<file path="src/rtl/instr_encoder_pkg.sv">
// Shared opcode/op constants, FSM state encoding and the HALT word for the
// instruction encoder and program loader.
package instr_encoder_pkg;

  localparam logic [2:0] OPC_MOV  = 3'b110;
  localparam logic [2:0] OPC_ALU  = 3'b101;
  localparam logic [2:0] OPC_LDR  = 3'b011;
  localparam logic [2:0] OPC_STR  = 3'b100;
  localparam logic [2:0] OPC_HALT = 3'b111;

  localparam logic [1:0] OP_ADD = 2'b00;
  localparam logic [1:0] OP_CMP = 2'b01;
  localparam logic [1:0] OP_AND = 2'b10;
  localparam logic [1:0] OP_MVN = 2'b11;

  localparam logic [1:0] OP_MOV_REG = 2'b00;
  localparam logic [1:0] OP_MOV_IMM = 2'b10;

  localparam logic [15:0] HALT_WORD = 16'hE000;

  typedef enum logic [1:0] {
    ST_IDLE,
    ST_RUN,
    ST_WRITE,
    ST_DONE
  } state_t;

endpackage

</file>
<file path="src/rtl/instr_encoder_if.sv">
// Host-side bundle handshake plus instruction-RAM write port of the encoder.
interface instr_encoder_if #(
  parameter int ADDR_W = 8
);
  logic              start;
  logic [ADDR_W-1:0] base_addr;
  logic              in_valid;
  logic              in_ready;
  logic [2:0]        opcode;
  logic [1:0]        op;
  logic [2:0]        rn;
  logic [2:0]        rd;
  logic [2:0]        rm;
  logic [1:0]        shift;
  logic [15:0]       imm;
  logic [ADDR_W-1:0] mem_addr;
  logic [15:0]       mem_din;
  logic              mem_write;
  logic              err;
  logic              done;
  logic [ADDR_W:0]   count;

  modport master (
    output start, base_addr, in_valid, opcode, op, rn, rd, rm, shift, imm,
    input  in_ready, mem_addr, mem_din, mem_write, err, done, count
  );

  modport slave (
    input  start, base_addr, in_valid, opcode, op, rn, rd, rm, shift, imm,
    output in_ready, mem_addr, mem_din, mem_write, err, done, count
  );
endinterface

</file>
<file path="src/rtl/instr_encoder_pack.sv">
// Combinational packer: decoded fields and immediate to a 16-bit instruction
// word plus a legality flag (unknown opcode/op pair or out-of-range immediate).
module instr_pack
  import instr_encoder_pkg::*;
(
  input  logic [2:0]  opcode_i,
  input  logic [1:0]  op_i,
  input  logic [2:0]  rn_i,
  input  logic [2:0]  rd_i,
  input  logic [2:0]  rm_i,
  input  logic [1:0]  shift_i,
  input  logic [15:0] imm_i,
  output logic [15:0] word_o,
  output logic        legal_o
);

  // An immediate fits when truncation followed by sign extension is lossless.
  function automatic logic fits_imm8(input logic signed [15:0] v);
    return v[15:8] == {8{v[7]}};
  endfunction

  function automatic logic fits_imm5(input logic signed [15:0] v);
    return v[15:5] == {11{v[4]}};
  endfunction

  always_comb begin
    word_o  = '0;
    legal_o = 1'b0;
    case ({opcode_i, op_i})
      {OPC_MOV, OP_MOV_IMM}: begin
        word_o  = {OPC_MOV, OP_MOV_IMM, rn_i, imm_i[7:0]};
        legal_o = fits_imm8(imm_i);
      end
      {OPC_MOV, OP_MOV_REG}: begin
        word_o  = {OPC_MOV, OP_MOV_REG, 3'b000, rd_i, shift_i, rm_i};
        legal_o = 1'b1;
      end
      {OPC_ALU, OP_ADD}, {OPC_ALU, OP_AND}: begin
        word_o  = {OPC_ALU, op_i, rn_i, rd_i, shift_i, rm_i};
        legal_o = 1'b1;
      end
      {OPC_ALU, OP_CMP}: begin
        word_o  = {OPC_ALU, OP_CMP, rn_i, 3'b000, shift_i, rm_i};
        legal_o = 1'b1;
      end
      {OPC_ALU, OP_MVN}: begin
        word_o  = {OPC_ALU, OP_MVN, 3'b000, rd_i, shift_i, rm_i};
        legal_o = 1'b1;
      end
      {OPC_LDR, 2'b00}, {OPC_STR, 2'b00}: begin
        word_o  = {opcode_i, 2'b00, rn_i, rd_i, imm_i[4:0]};
        legal_o = fits_imm5(imm_i);
      end
      {OPC_HALT, 2'b00}: begin
        word_o  = HALT_WORD;
        legal_o = 1'b1;
      end
      default: ;
    endcase
  end

endmodule

</file>
<file path="src/rtl/instr_encoder.sv">
// Program loader: accepts field bundles, packs them and writes each legal word
// to consecutive instruction-RAM addresses until HALT or the last address.
module instr_encoder
  import instr_encoder_pkg::*;
#(
  parameter int ADDR_W = 8
) (
  input logic             clk,
  input logic             reset,
  instr_encoder_if.slave  bus
);

  state_t            state_q;
  logic              in_ready_q;
  logic              mem_write_q;
  logic              err_q;
  logic              done_q;
  logic [ADDR_W-1:0] mem_addr_q;
  logic [ADDR_W-1:0] mem_addr_d;
  logic [15:0]       mem_din_q;
  logic [ADDR_W:0]   count_q;
  logic [ADDR_W:0]   count_d;
  logic [15:0]       word;
  logic              legal;
  logic              accept;
  logic              last_word;

  instr_pack u_pack (
    .opcode_i (bus.opcode),
    .op_i     (bus.op),
    .rn_i     (bus.rn),
    .rd_i     (bus.rd),
    .rm_i     (bus.rm),
    .shift_i  (bus.shift),
    .imm_i    (bus.imm),
    .word_o   (word),
    .legal_o  (legal)
  );

  assign mem_addr_d = mem_addr_q + ADDR_W'(1);
  assign count_d    = count_q + (ADDR_W+1)'(1);
  assign accept     = (state_q == ST_RUN) && in_ready_q && bus.in_valid;
  // The top address ends the session rather than wrapping onto earlier code.
  assign last_word  = (mem_din_q == HALT_WORD) || (mem_addr_q == '1);

  always_ff @(posedge clk or posedge reset) begin
    if (reset) begin
      state_q     <= ST_IDLE;
      in_ready_q  <= 1'b0;
      mem_write_q <= 1'b0;
      err_q       <= 1'b0;
      done_q      <= 1'b0;
      mem_addr_q  <= '0;
      mem_din_q   <= '0;
      count_q     <= '0;
    end else begin
      err_q <= 1'b0;
      case (state_q)
        ST_IDLE, ST_DONE: begin
          if (bus.start) begin
            state_q    <= ST_RUN;
            in_ready_q <= 1'b1;
            mem_addr_q <= bus.base_addr;
            count_q    <= '0;
            done_q     <= 1'b0;
          end
        end
        ST_RUN: begin
          if (accept) begin
            if (legal) begin
              mem_din_q   <= word;
              mem_write_q <= 1'b1;
              in_ready_q  <= 1'b0;
              state_q     <= ST_WRITE;
            end else begin
              err_q <= 1'b1;
            end
          end
        end
        ST_WRITE: begin
          mem_write_q <= 1'b0;
          count_q     <= count_d;
          if (last_word) begin
            state_q <= ST_DONE;
            done_q  <= 1'b1;
          end else begin
            mem_addr_q <= mem_addr_d;
            in_ready_q <= 1'b1;
            state_q    <= ST_RUN;
          end
        end
        default: state_q <= ST_IDLE;
      endcase
    end
  end

  assign bus.in_ready  = in_ready_q;
  assign bus.mem_addr  = mem_addr_q;
  assign bus.mem_din   = mem_din_q;
  assign bus.mem_write = mem_write_q;
  assign bus.err       = err_q;
  assign bus.done      = done_q;
  assign bus.count     = count_q;

endmodule

</file>
<file path="src/flat_wrapper.sv">
// flat-port wrapper written by rule: the top's interface ports become plain ports
module instr_encoder_flat import instr_encoder_pkg::*;
#(
  parameter int ADDR_W = 8
)
  (clk, reset, bus_start, bus_base_addr, bus_in_valid, bus_opcode, bus_op, bus_rn, bus_rd, bus_rm, bus_shift, bus_imm, bus_in_ready, bus_mem_addr, bus_mem_din, bus_mem_write, bus_err, bus_done, bus_count);
  instr_encoder_if #(.ADDR_W(ADDR_W)) bus_i ();
  input logic clk;
  input logic reset;
  input wire logic [$bits(bus_i.start)-1:0] bus_start;
  input wire logic [$bits(bus_i.base_addr)-1:0] bus_base_addr;
  input wire logic [$bits(bus_i.in_valid)-1:0] bus_in_valid;
  input wire logic [$bits(bus_i.opcode)-1:0] bus_opcode;
  input wire logic [$bits(bus_i.op)-1:0] bus_op;
  input wire logic [$bits(bus_i.rn)-1:0] bus_rn;
  input wire logic [$bits(bus_i.rd)-1:0] bus_rd;
  input wire logic [$bits(bus_i.rm)-1:0] bus_rm;
  input wire logic [$bits(bus_i.shift)-1:0] bus_shift;
  input wire logic [$bits(bus_i.imm)-1:0] bus_imm;
  output wire logic [$bits(bus_i.in_ready)-1:0] bus_in_ready;
  output wire logic [$bits(bus_i.mem_addr)-1:0] bus_mem_addr;
  output wire logic [$bits(bus_i.mem_din)-1:0] bus_mem_din;
  output wire logic [$bits(bus_i.mem_write)-1:0] bus_mem_write;
  output wire logic [$bits(bus_i.err)-1:0] bus_err;
  output wire logic [$bits(bus_i.done)-1:0] bus_done;
  output wire logic [$bits(bus_i.count)-1:0] bus_count;
  assign bus_i.start = bus_start;
  assign bus_i.base_addr = bus_base_addr;
  assign bus_i.in_valid = bus_in_valid;
  assign bus_i.opcode = bus_opcode;
  assign bus_i.op = bus_op;
  assign bus_i.rn = bus_rn;
  assign bus_i.rd = bus_rd;
  assign bus_i.rm = bus_rm;
  assign bus_i.shift = bus_shift;
  assign bus_i.imm = bus_imm;
  assign bus_in_ready = bus_i.in_ready;
  assign bus_mem_addr = bus_i.mem_addr;
  assign bus_mem_din = bus_i.mem_din;
  assign bus_mem_write = bus_i.mem_write;
  assign bus_err = bus_i.err;
  assign bus_done = bus_i.done;
  assign bus_count = bus_i.count;
  instr_encoder #(.ADDR_W(ADDR_W)) u_core (.clk(clk), .reset(reset), .bus(bus_i));
endmodule
</file>
<file path="config.mk">
export PLATFORM = sky130hd
export DESIGN_NAME = instr_encoder_flat
export DESIGN_NICKNAME = d
export VERILOG_FILES = /design/src/rtl/instr_encoder_pkg.sv /design/src/rtl/instr_encoder_if.sv /design/src/rtl/instr_encoder_pack.sv /design/src/rtl/instr_encoder.sv /design/src/flat_wrapper.sv
export SDC_FILE = /design/constraint.sdc
export NUM_CORES = 1
export LEC_CHECK = 0
export ABC_AREA = 1
export CAP_MARGIN = 15
export CELL_PAD_IN_SITES_DETAIL_PLACEMENT = 0
export CELL_PAD_IN_SITES_GLOBAL_PLACEMENT = 1
export CORE_MARGIN = 5
export CORE_UTILIZATION = 39
export DETAILED_ROUTE_END_ITERATION = 8
export DONT_BUFFER_PORTS = 1
export PLACE_DENSITY_LB_ADDON = 0.1
export SYNTH_ARGS = -nofsm -noshare
export SYNTH_HDL_FRONTEND = slang
export SYNTH_HIERARCHICAL = 1
export SYNTH_SLANG_ARGS = --single-unit
</file>
<file path="constraint.sdc">
create_clock -name clk -period 1.6 [get_ports clk]
set_input_delay 0.32 -clock clk [delete_from_list [all_inputs] [get_ports clk]]
set_output_delay 0.32 -clock clk [all_outputs]
set_load 0.02 [all_outputs]
</file>
Word-level counts from Yosys, hierarchy flattened
Index checks and enable logic that the tools add are counted.
{"block": "word_totals", "register_bits": 39, "latch_bits": 0, "mem_bits_rw": 0, "romBits": 0, "inputBits": 44, "out_inout_bits": 37, "elab_cells": 74, "mem_count": 0}
{"block": "op_classes", "addsub": 2, "multipliers": 0, "div_mod_pow": 0, "n_lt_le_gt_ge": 0, "eq_ne": 21, "shift": 0, "mux": 26, "n_bitwise": 0, "n_reduce_logical": 17}
{"cell": "one-hot mux 16 bit (7 select lines)", "count": 1}
{"cell": "equality test 5 bit (second input constant)", "count": 8}
{"cell": "one-hot mux 9 bit (2 select lines)", "count": 1}
{"cell": "equality test 16 bit (second input constant)", "count": 1}
{"cell": "two-way mux 8 bit", "count": 2}
{"cell": "one-hot mux 8 bit (2 select lines)", "count": 1}
{"cell": "AND reduction 3 bit", "count": 5}
{"cell": "equality test 11 bit", "count": 1}
{"cell": "two-way mux 1 bit", "count": 11}
{"cell": "adder 9 x 1 -> 9 bit (second input constant)", "count": 1}
{"cell": "two-way mux 9 bit", "count": 1}
{"cell": "adder 8 x 1 -> 8 bit (second input constant)", "count": 1}
{"cell": "equality test 8 bit", "count": 1}
{"cell": "equality test 8 bit (second input constant)", "count": 1}
{"cell": "two-way mux 2 bit", "count": 4}
{"cell": "inequality test 2 x 1 -> 1 bit (second input constant)", "count": 3}
{"cell": "one-hot mux 1 bit (3 select lines)", "count": 2}
{"cell": "one-hot mux 2 bit (3 select lines)", "count": 1}
{"cell": "OR reduction 2 bit", "count": 3}
{"cell": "OR reduction 6 bit", "count": 1}
{"cell": "equality test 5 x 4 -> 1 bit (second input constant)", "count": 1}
{"cell": "equality test 2 bit (second input constant)", "count": 2}
{"cell": "inequality test 2 bit (second input constant)", "count": 2}
{"cell": "one-hot mux 1 bit (2 select lines)", "count": 2}
{"cell": "other kinds (7)", "count": 9}

Longest topological paths before layout
{"block": "logic_depth", "word_depth": 6, "mapped_depth": 16, "ltp_nobuf": 15}

Hierarchy
The synthesis kept the hierarchy.
{"mod": "instr_encoder", "instances": 1, "cells_each": 275, "area_per_inst_um2": 2009.4, "seq_area_each_um2": 975.9}
{"mod": "instr_pack", "instances": 1, "cells_each": 131, "area_per_inst_um2": 575.6, "seq_area_each_um2": 0.0}

Worst setup path after synthesis
Ideal clock, no wire load.
{"block": "synth_timing", "path_kind": "input -> register", "startpoint": "input port bus_opcode[2]", "endpoint": "register u_core.mem_din_q[0], in the netlist u_core/bus.mem_din[0]", "setup_time_ns": 0.065, "t_arrival_ns": 1.710, "required_ns": 1.535, "slack_ns": -0.175, "cell_stages": 15, "n_path_buf": 4, "path_cell_list": "buf_4 -> nand2_1 -> nand2_1 -> nor2_2 -> buf_6 -> nand2_1 -> inv_1 -> nand2_1 -> nand3_1 -> inv_1 -> nor2_1 -> buf_2 -> buf_2 -> nand2_1 -> nand2_1"}
{"block": "synth_via", "elab_chain_cells": 4, "elab_cells_between_ends": 15, "classes_between": "eq/ne (9); mux (2); reduce/logical (4)"}
{"element": "from (decl)", "line": "flat_wrapper.sv:13", "rtl": "input wire logic [$bits(bus_i.opcode)-1:0] bus_opcode;"}
{"element": "equality test 5 bit / equality test 5 x 4 -> 1 bit (equally long branches)", "line": "instr_encoder_pack.sv:29", "rtl": "case ({opcode_i, op_i})"}
{"element": "OR reduction 6 bit (no line) / OR reduction 2 bit (equally long branches)"}
{"element": "one-hot mux 1 bit (3 select lines) (*)", "line": "instr_encoder_pack.sv:29"}
{"element": "net u_core.legal", "line": "instr_encoder.sv:24", "rtl": "logic legal;"}
{"element": "AND reduction 3 bit (no line) (*)"}
{"element": "to (signal assigned)", "line": "instr_encoder.sv:71", "rtl": "mem_din_q <= word;"}
{"element": "to (decl)", "line": "instr_encoder.sv:20", "rtl": "logic [15:0] mem_din_q;"}
Mark *: on every way through the listed nets, which the timed path passes. The rest lies on a longest branch.
A chain may end at the register's enable or synchronous reset.

Final worst setup path
{"block": "layout_timing", "startpoint": "register u_core.state_q[0]", "endpoint": "register u_core.count_q[6], in the netlist u_core/bus.count[6]"}
{"block": "layout_via", "elab_chain_cells": 4, "elab_cells_between_ends": 8, "classes_between": "eq/ne (3); mux (1); reduce/logical (4)"}
{"element": "from (decl)", "line": "instr_encoder.sv:13", "rtl": "state_t state_q;"}
{"element": "from (signal assigned)", "line": "instr_encoder.sv:48", "rtl": "state_q <= ST_IDLE;"}
{"element": "from (signal assigned)", "line": "instr_encoder.sv:61", "rtl": "state_q <= ST_RUN;"}
{"element": "from (signal assigned)", "line": "instr_encoder.sv:74", "rtl": "state_q <= ST_WRITE;"}
{"element": "equality test 2 bit / zero test 2 bit (equally long branches)", "line": "instr_encoder.sv:58", "rtl": "case (state_q)"}
{"element": "OR reduction 2 bit", "line": "instr_encoder.sv:58"}
{"element": "inequality test 2 bit (no line) / nonzero test 2 bit (equally long branches)"}
{"element": "AND reduction 2 bit (no line)"}
{"element": "to (signal assigned)", "line": "instr_encoder.sv:82", "rtl": "count_q <= count_d;"}
{"element": "to (decl)", "line": "instr_encoder.sv:21", "rtl": "logic [ADDR_W:0] count_q;"}
Parallel ways exist; a longest one is shown, timed or not.

==> metrics <==
share of cells above drive strength 1 21.3%; drt pass-1 iters 4; most common cell after layout, fill and taps aside nand2_1; Buf/Inv on CP 3; RSZ-0062 raised after global routing yes; CP startpoint kind register; Yosys top cell area share 37.8%; final instance area 3330 sq um; gr ovfl total 0; VDD IR max 0.960 mV; Final Hold Viols 0; status finished, final reports clean; Lkg Pwr 1.83 nW; worst min path class in -> reg; Starting Density 40.5%; Area contributors post-synth dfrtp_1 38%, nand2_1 24%, inv_1 7.0%, nor2_1 6.1%, nand3_1 5.6%; PD cells 1550 nW/um^2; max_slew headroom 71.4%; #FFs+latches synth 39; placed instance area 3110 sq um; number of port buffers 0; largest net degree at the start of global routing 31; Non-Filler Instances 546; Min-Delay Endpoint u_core/bus.err$_DFF_PP0_; Clock Path Buffers 2; syn_area_per_cell 6.37 sq um; Critical-path top delay cell dfrtp_1; Worst-Margin Slew 0.429 ns; Worst-path clk slew 0.08 ns; H-tree depth 2; Crit Path Max Fanout 7; DR vias 2,620; initial drt markers 68; Worst-Skew Late Latency 0.29 ns; Mapped Nets 454; worst r2r dst u_core/bus.count[6]$_DFFE_PP0P_; final WL 7080 um; multi-input combinational cell area 1470 sq um; CTS tree built; hpwl dp 5680 um; Post-Syn Area 2580 sq um; Min Clock Period, post-route 1.54 ns; TritonCTS buffer count 5; maxcap violations 0; Worst R2R Path Depth 11; Reg area 976 sq um; post-synthesis sequential area ratio 37.8%; drc violations 0; WP data arrival 1.77 ns; Finish-stage setup viols 0; Unique masters post-synth 25; # diodes 0; kind of critical path reg -> reg; Layout Nets 517; GRT Overall Usage 16.8%; vias in the first global route 2,513; Pins Over Slew Limit 0; hold depth 2; Die X 91.4 um; R2R setup slack 0.06 ns; worst hold slack 0.211 ns; commonest cells after routing, fill and taps aside 163 x nand2_1, 59 x buf_4, 46 x inv_1; crit path capture type register; vias per cell 4.80; Die ar. 8360 sq um; final RePlAce weighted congestion 0.833; clk root buf clkbuf_8; clk sink count 39; Synth Instances 406; CP Data Required Time 1.83 ns; Cells after DPL 534; worst reg2reg path startpoint u_core/state_q[0]$_DFFE_PP0P_; Die H 91.4 um; WL/cell 13.0 um; clk_skew 0.0114 ns; total number of placement rows 29; f_max 650 MHz; Hold Startpoint bus_in_valid; core area 6390 sq um; Filler Cells Inserted 682; warnings from Yosys 6; post-route ant nets 0; post-synth top area cell dfrtp_1; area growth from synthesis to layout 28.9%; IO Count 81; initial antenna violation count 0; Crit path max-delay family simple AND/OR/NAND/NOR gates; CP cell instances inv_2 > ha_4 > inv_4 > nor2_4 > a21oi_4 > inv_2 > nor2_4 > nand2_2 > nand2_1 > nand2_1 > nor2_1; first-pass GRT wire length 11,800 um; period utilization 96.2%; max incr delay on CP 0.39 ns
==> sequential cells by signal, indices dropped and copies added (netlist names) <==
signal / cells
u_core/bus.mem_addr: 8
u_core/bus.err: 1
u_core/bus.in_ready: 1
u_core/bus.count: 9
u_core/state_q: 2
u_core/bus.done: 1
u_core/bus.mem_write: 1
u_core/bus.mem_din: 16
==> cell type report <==
class	count	area share (%)
Timing Repair Buffer	64	15.5
Inverter	51	5.82
Clock buffer	5	2.06
Multi-Input combinational cell	308	44.1
Clock inverter	2	0.413
Sequential cell	39	29.3
Tap cell	77	2.89
==> stage by stage <==
| step | setup TNS (ns) | setup slack [ns] | util (%) | power [mW] |
|---|---|---|---|---|
| detailed placement | -0.234 | -0.0268 | 48.7 | 4.30 |
| global route | -0.0453 | -0.0363 | 52.2 | 5.61 |
| floorplan | -0.128 | -0.0123 | - | 3.10 |
| CTS | 0 | 0.0000712 | 50.7 | 5.08 |
| finish | 0 | 0.0615 | 52.2 | 5.16 |
| global placement | -0.0290 | -0.0162 | 48.7 | 4.26 |
==> routing by layer <==
| metal | vias up | GRT usage, % | part of all wire (%) |
|---|---|---|---|
| met5 | - | 0 | 0 |
| met4 | 0 | 5.62 | 1.9 |
| met3 | 10 | 5.45 | 7.2 |
| met2 | 69 | 29.3 | 50 |
| met1 | 1157 | 19.3 | 41 |
| li1 | 1384 | - | - |
==> logic make-up (layout without fill, tap and decap cells) <==
family | after synthesis | in the layout | synth area share (%)
AND/OR/NAND/NOR | 263 | 264 | 41.9
XOR/XNOR | 3 | 3 | 1.02
adder cells (fa/ha/maj) | 4 | 4 | 1.94
flip-flops | 39 | 39 | 37.8
buffers and inverters | 60 | 122 | 9.58
AO/OA/AOI/OAI | 37 | 37 | 7.79
==> synth_stat cells, drive strengths merged <==
cell / n
nand4: 5
o21ai: 30
inv: 51
xnor2: 3
nand2: 169
clkbuf: 3
dfrtp: 39
or2: 1
buf: 6
nand3: 30
nor3: 8
o21bai: 1
nand3b: 3
a21oi: 5
o31ai: 1
ha: 4
nor2: 47
==> report_power, final <==
group / internal (mW) / total [mW] / switching (mW) / leakage [nW]
sequential: 1.30 / 1.54 / 0.244 / 0.516
clock: 0.298 / 0.645 / 0.347 / 0.0440
combinational: 1.30 / 2.97 / 1.67 / 1.27
==> what timing repair did <==
action                                  4_1_cts  5_1_grt
pin swaps                                     0        6
endpoints found under the setup margin       10       37
hold buffers                                  1        0
gates cloned                                  0        1
hold endpoints to repair                      9        0
resized for setup                             5       18
setup buffers                                 2        1
==> worst max path at each step <==
stage / start / end / slack (ns) / cells past startpoint
after floorplan: bus_opcode[2] / u_core/bus.mem_din[0]$_DFFE_PP0P_ / -0.01 / 15
after global placement: bus_op[1] / u_core/bus.mem_din[13]$_DFFE_PP0P_ / -0.02 / 11
after detailed placement: bus_imm[5] / u_core/bus.mem_din[13]$_DFFE_PP0P_ / -0.03 / 10
after CTS: u_core/state_q[0]$_DFFE_PP0P_ / u_core/bus.count[6]$_DFFE_PP0P_ / 0.00007 / 11
after global routing: u_core/state_q[0]$_DFFE_PP0P_ / u_core/bus.count[6]$_DFFE_PP0P_ / -0.04 / 11
final: u_core/state_q[0]$_DFFE_PP0P_ / u_core/bus.count[6]$_DFFE_PP0P_ / 0.06 / 11
(Power assumes the default switching activity.)
